## config.mk

```make
export PLATFORM = sky130hd
export DESIGN_NAME = tour_cmd_seq
export DESIGN_NICKNAME = d
export VERILOG_FILES = /design/src/rtl/tour_cmd_seq.sv
export SDC_FILE = /design/constraint.sdc
export NUM_CORES = 1
export LEC_CHECK = 0
export ABC_AREA = 1
export ABC_CLOCK_PERIOD_IN_PS = 3000
export BUFFER_PORTS_ARGS = -buffer_cell sky130_fd_sc_hd__buf_4
export CAP_MARGIN = 5
export CORE_AREA = 2 2 49 51
export DETAILED_ROUTE_END_ITERATION = 10
export DIE_AREA = 0 0 51 53
export GPL_TIMING_DRIVEN = 0
export PLACE_DENSITY = 0.91
export SLEW_MARGIN = 10
export SYNTH_ARGS = -nofsm -noshare
export SYNTH_HDL_FRONTEND = slang
export SYNTH_SLANG_ARGS = --single-unit
```

## constraint.sdc

```tcl
create_clock -name clk -period 3 [get_ports clk]
set_clock_uncertainty 0.2 [all_clocks]
set_input_delay 0.45 -clock clk [delete_from_list [all_inputs] [get_ports clk]]
set_output_delay 0.45 -clock clk [all_outputs]
set_load 0.03 [all_outputs]
```

## src/rtl/tour_cmd_seq.sv

```systemverilog
// tour_cmd_seq: turns a solved knight's tour into motion commands.
// It sits between the UART command path and the command processor.
// When no tour is running, UART commands pass straight through.
// During a replay, each of the 24 moves becomes a vertical command
// followed by a horizontal command, each waiting for its own
// consume/complete handshake.
//
// state  | meaning
// IDLE   | UART pass-through; waiting for start_tour
// VERT   | offering the vertical leg of move mv_indx
// WAIT_V | vertical leg consumed; waiting for it to finish executing
// HORZ   | offering the horizontal leg of move mv_indx
// WAIT_H | horizontal leg consumed; waiting for it to finish executing
module tour_cmd_seq (
    input  logic        clk,
    input  logic        rst_n,
    input  logic        start_tour,
    input  logic [7:0]  move,
    output logic [4:0]  mv_indx,
    input  logic [15:0] cmd_UART,
    input  logic        cmd_rdy_UART,
    output logic        clr_cmd_rdy_UART,
    input  logic        clr_cmd_rdy,
    input  logic        send_resp,
    output logic [15:0] cmd,
    output logic        cmd_rdy,
    output logic [7:0]  resp
);

    typedef enum logic [2:0] {IDLE, VERT, WAIT_V, HORZ, WAIT_H} state_t;

    localparam logic [4:0] LAST_MOVE = 5'd23;
    localparam logic [7:0] RESP_DONE = 8'hA5;
    localparam logic [7:0] RESP_BUSY = 8'h5A;

    state_t            state_q, state_d;
    logic [4:0]        mv_indx_q, mv_indx_d;
    logic signed [2:0] dx, dy;
    logic [2:0]        dx_mag, dy_mag;
    logic [15:0]       vert_cmd, horz_cmd;

    // Decode the move word into (dx,dy); the lowest set bit wins, and no set bit means no motion.
    always_comb begin
        dx = 3'sd0;
        dy = 3'sd0;
        casez (move)
            8'b???????1: begin dx = -3'sd1; dy =  3'sd2; end
            8'b??????10: begin dx =  3'sd1; dy =  3'sd2; end
            8'b?????100: begin dx = -3'sd2; dy =  3'sd1; end
            8'b????1000: begin dx = -3'sd2; dy = -3'sd1; end
            8'b???10000: begin dx = -3'sd1; dy = -3'sd2; end
            8'b??100000: begin dx =  3'sd1; dy = -3'sd2; end
            8'b?1000000: begin dx =  3'sd2; dy = -3'sd1; end
            8'b10000000: begin dx =  3'sd2; dy =  3'sd1; end
            default:     begin dx =  3'sd0; dy =  3'sd0; end
        endcase
    end

    // Build the two command words: vertical as a plain move, horizontal as a move with fanfare.
    always_comb begin
        dx_mag   = dx[2] ? 3'(-dx) : 3'(dx);
        dy_mag   = dy[2] ? 3'(-dy) : 3'(dy);
        vert_cmd = {4'h2, (dy[2] ? 8'h7F : 8'h00), 1'b0, dy_mag};
        horz_cmd = {4'h3, (dx[2] ? 8'h3F : ((dx != 3'sd0) ? 8'hBF : 8'h00)), 1'b0, dx_mag};
    end

    // State and move-index registers.
    always_ff @(posedge clk or negedge rst_n) begin
        if (!rst_n) begin
            state_q   <= IDLE;
            mv_indx_q <= 5'd0;
        end else begin
            state_q   <= state_d;
            mv_indx_q <= mv_indx_d;
        end
    end

    // Next-state logic and output muxing between UART pass-through and the sequencer.
    always_comb begin
        state_d          = state_q;
        mv_indx_d        = mv_indx_q;
        cmd              = vert_cmd;
        cmd_rdy          = 1'b0;
        clr_cmd_rdy_UART = 1'b0;
        resp             = RESP_BUSY;
        case (state_q)
            IDLE: begin
                cmd              = cmd_UART;
                cmd_rdy          = cmd_rdy_UART;
                clr_cmd_rdy_UART = clr_cmd_rdy;
                resp             = RESP_DONE;
                if (start_tour) begin
                    mv_indx_d = 5'd0;
                    state_d   = VERT;
                end
            end
            VERT: begin
                cmd_rdy = 1'b1;
                if (clr_cmd_rdy) state_d = WAIT_V;
            end
            WAIT_V: begin
                if (send_resp) state_d = HORZ;
            end
            HORZ: begin
                cmd     = horz_cmd;
                cmd_rdy = 1'b1;
                if (clr_cmd_rdy) state_d = WAIT_H;
            end
            WAIT_H: begin
                cmd = horz_cmd;
                if (mv_indx_q == LAST_MOVE) resp = RESP_DONE;
                if (send_resp) begin
                    if (mv_indx_q == LAST_MOVE) begin
                        state_d = IDLE;
                    end else begin
                        mv_indx_d = mv_indx_q + 5'd1;
                        state_d   = VERT;
                    end
                end
            end
            default: state_d = IDLE;
        endcase
    end

    assign mv_indx = mv_indx_q;

endmodule
```

==> out/results.md <==
* **critical path class** in -> out
* **instance count along the most critical hold path** 4
* **Max Fanout on Critical Path** 5
* **Leak Pwr** 0.898 nW
* **latest clock arrival within the worst-skew pair** 0.26 ns
* **outcome** completed
* **half-perimeter wire length after detailed placement** 2.12 mm
* **worst relative slew slack** 82.1%
* **most frequent standard cell in the layout excluding fill and tap cells** sky130_fd_sc_hd__buf_4
* **port buffer count** 60
* **maximum number of pins on one net before global-route repair** 11
* **Ant. Diodes** 0
* **per-instance average area after synthesis** 6.04 sq um
* **overall power after layout** 1.80 mW
* **starting utilization of the core area** 44.7%
* **setup repair after global routing missed its margin** false
* **Worst setup EP type** output pin
* **CORE AREA** 2150 sq um
* **internal power component** 0.756 mW
* **clock tree from TritonCTS** yes
* **switching power total** 1.04 mW
* **fraction of the yosys area taken by sequential cells** 20.8%
* **synthesized flop and latch total** 8
* **register clock-pin slew on the reported worst setup and hold paths** 0.05 ns
* **DRC violations left** 0
* **max cap viols** 0
* **wire length of the first global-routing pass** 4.06 mm
* **top achievable clock speed** 389 MHz
* **GRT overflow** 0
* **antenna-violating nets left** 0
* **number of hold violations in the final report** 0
* **Worst path slowest cell** sky130_fd_sc_hd__ha_1
* **cells on worst reg2reg path** 8
* **maximum buffer depth of the clock tree** 2
* **signal arrival time at the worst endpoint** 1.92 ns
* **post-detailed-route via-to-cell ratio** 4.62
* **via count of the first global-routing pass** 1005
* **share of layout cells above drive strength 1** 39.9%
* **startpoint of the lowest-slack hold path** clr_cmd_rdy
* **placed insts** 247
* **Period Utilization, post-route** 85.7%
* **Nets** 258
* **Yosys warning count** 0
* **area added between synthesis and finish** 53.9%
* **Clk Tree Root Cell** sky130_fd_sc_hd__clkbuf_4
* **worst-path cell chain** buf_4, inv_1, nand2_1, nor2_1, and2_1, nor2_1, ha_1, nand3_1, nand2_1, a21oi_1, nand2_1, buf_4
* **CTS sink cnt** 8
* **standard-cell rows** 17
* **count of mapped cells out of synthesis** 159
* **initial antenna violation count** 0
* **Clock Power Share** 4.7%
* **total buffers and inverters traversed by the critical path** 3
* **fin worst setup slack** 0.430 ns
* **die outline area** 2700 sq um
* **reg-to-reg slack, setup** 1.47 ns
* **Critical R2R Launch** state_q[1]$_DFFE_PN0P_
* **Clock H-tree levels** 1
* **endpoint required time on the critical path** 2.35 ns
* **average wire length per cell after detail routing** 9.98 um
* **post-synthesis instance area** 961 sq um
* **post-CTS setup repair buffer count** 0
* **placer congestion estimate** 0.821
* **power density over cell area** 1210 nW/um^2
* **Vias** 1159
* **leading cell types in the layout, fill and taps excluded** sky130_fd_sc_hd__buf_4, sky130_fd_sc_hd__nand2_1, sky130_fd_sc_hd__inv_1
* **peak ir drop on the vdd network** 0.675 mV
* **worst setup slack before clock tree synthesis** 0.424 ns
* **final cell count without fillers** 251
* **Pre-antenna DRT Iters** 4
* **type of origin of the critical path** input pin
* **number of pins with negative max-slew slack in the final report** 0
* **largest stage delay on the critical path** 0.28 ns
* **CP startpoint** move[0]
* **reg-to-reg critical path endpoint** mv_indx[0]$_DFFE_PN0P_
* **Chip Width** 51 um
* **worst-margin pin slew** 0.268 ns
* **number of CTS-inserted buffers** 3
* **distinct cell type count of the synthesized netlist** 23
* **library cell appearing most often on the critical path** sky130_fd_sc_hd__nand2_1
* **Crit path max-delay family** simple AND/OR/NAND/NOR gates
* **die height** 53 um
* **post-CTS resize count** 0
* **Hold WC Path Type** in -> reg
* **First DRT Iteration DRCs** 11
* **Worst Hold Endpoint** state_q[0]$_DFFE_PN0P_
* **overall routed net length** 2.51 mm
* **logic gate share of total power** 85.4%
* **post-synth net total** 192
* **Top Ports** 61
* **switching portion of total power** 57.9%
* **final worst path period need** 2.57 ns
* **Final Setup Violations** 0
* **relative contribution of sequential cells to total power** 9.9%
* **total negative setup slack** 0 ns
* **GR Util All Layers** 20.0%
## power groups by stage
stage | registers, mW | clock network, mW | logic (mW)
3_5_place_dp | 0.180 | 0 | 1.54
5_1_grt | 0.183 | 0.0934 | 1.64
4_1_cts | 0.178 | 0.0855 | 1.54
3_3_place_gp | 0.178 | 0 | 1.52
6_report | 0.178 | 0.0837 | 1.53
2_1_floorplan | 0.185 | 0 | 1.05
## synthesized netlist by cell type (all sizes together)
cell / n / area share, %
nand2: 49 / 23
nor2: 24 / 11
or2: 3 / 2.0
o21ai: 9 / 5.5
dfrtp: 8 / 21
nor3: 1 / 0.52
inv: 26 / 10
ha: 3 / 3.9
buf: 8 / 6.6
nand4: 2 / 1.3
xor2: 2 / 1.8
a21oi: 2 / 1.0
and2: 1 / 0.65
a22oi: 1 / 0.78
nand3: 20 / 10
## flip-flops by register name (all words and copies together), names as in the netlist
register / flops
state_q: 3
mv_indx: 5
## through the flow
stage,hold slack [ns],utilization (%),area (sq um)
after detailed placement,0.0742,67.3,1450
after CTS,0.310,68.8,1480
final,0.307,68.8,1480
after global placement,0.0720,67.3,1450
after global routing,0.330,68.8,1480
after floorplan,-0.0456,-,961
## how the worst max path moves through the flow
stage	end	slack, ns	cells after the start
after floorplan	cmd[11]	0.42	10
after global placement	cmd[1]	0.45	12
after detailed placement	cmd[1]	0.42	12
after CTS	cmd[1]	0.43	12
after global routing	cmd[1]	0.30	12
final	cmd[1]	0.43	12
## logic make-up (layout without fill, tap and decap cells)
group	count (synthesis)	after routing	synth area share, %
xor gates and xnor gates	2	2	1.82
and+or+nand+nor	100	100	49.3
adders and majority gates	3	3	3.91
DFF	8	8	20.8
AOI/OAI and AO/OA	12	12	7.29
buffers and inverters	34	98	16.8
## tightest hold or removal path, stage by stage
cell and delay, ns:
sky130_fd_sc_hd__buf_4 0.07, sky130_fd_sc_hd__inv_1 0.04, sky130_fd_sc_hd__nand3_1 0.10, sky130_fd_sc_hd__nand2_1 0.06
## metal layers
| metal | wire length [um] | share of wire (%) | vias to the layer above | global-route usage [%] |
|---|---|---|---|---|
| met2 | 1250 | 50 | 31 | 37.7 |
| met4 | 36 | 1.4 | 0 | 7.21 |
| met1 | 1080 | 43 | 505 | 21.9 |
| met3 | 134 | 5.3 | 5 | 3.95 |
| met5 | 0 | 0 | - | 0 |
| li1 | - | - | 618 | - |
## timing repair
action	CTS	global route
hold endpoints to repair	8	0
hold buffers	1	0
endpoints found under the setup margin	0	0
## layout make-up
class | count | area [sq um]
multi-input cells | 117 | 599
repair buffers | 61 | 460
flip-flops and latches | 8 | 200
plain buffers | 8 | 63.8
inverters | 26 | 97.6
fillers | 193 | 669
clock buffers | 3 | 22.5
well taps | 28 | 35.0
No activity file was read; power rests on OpenSTA's default activity.
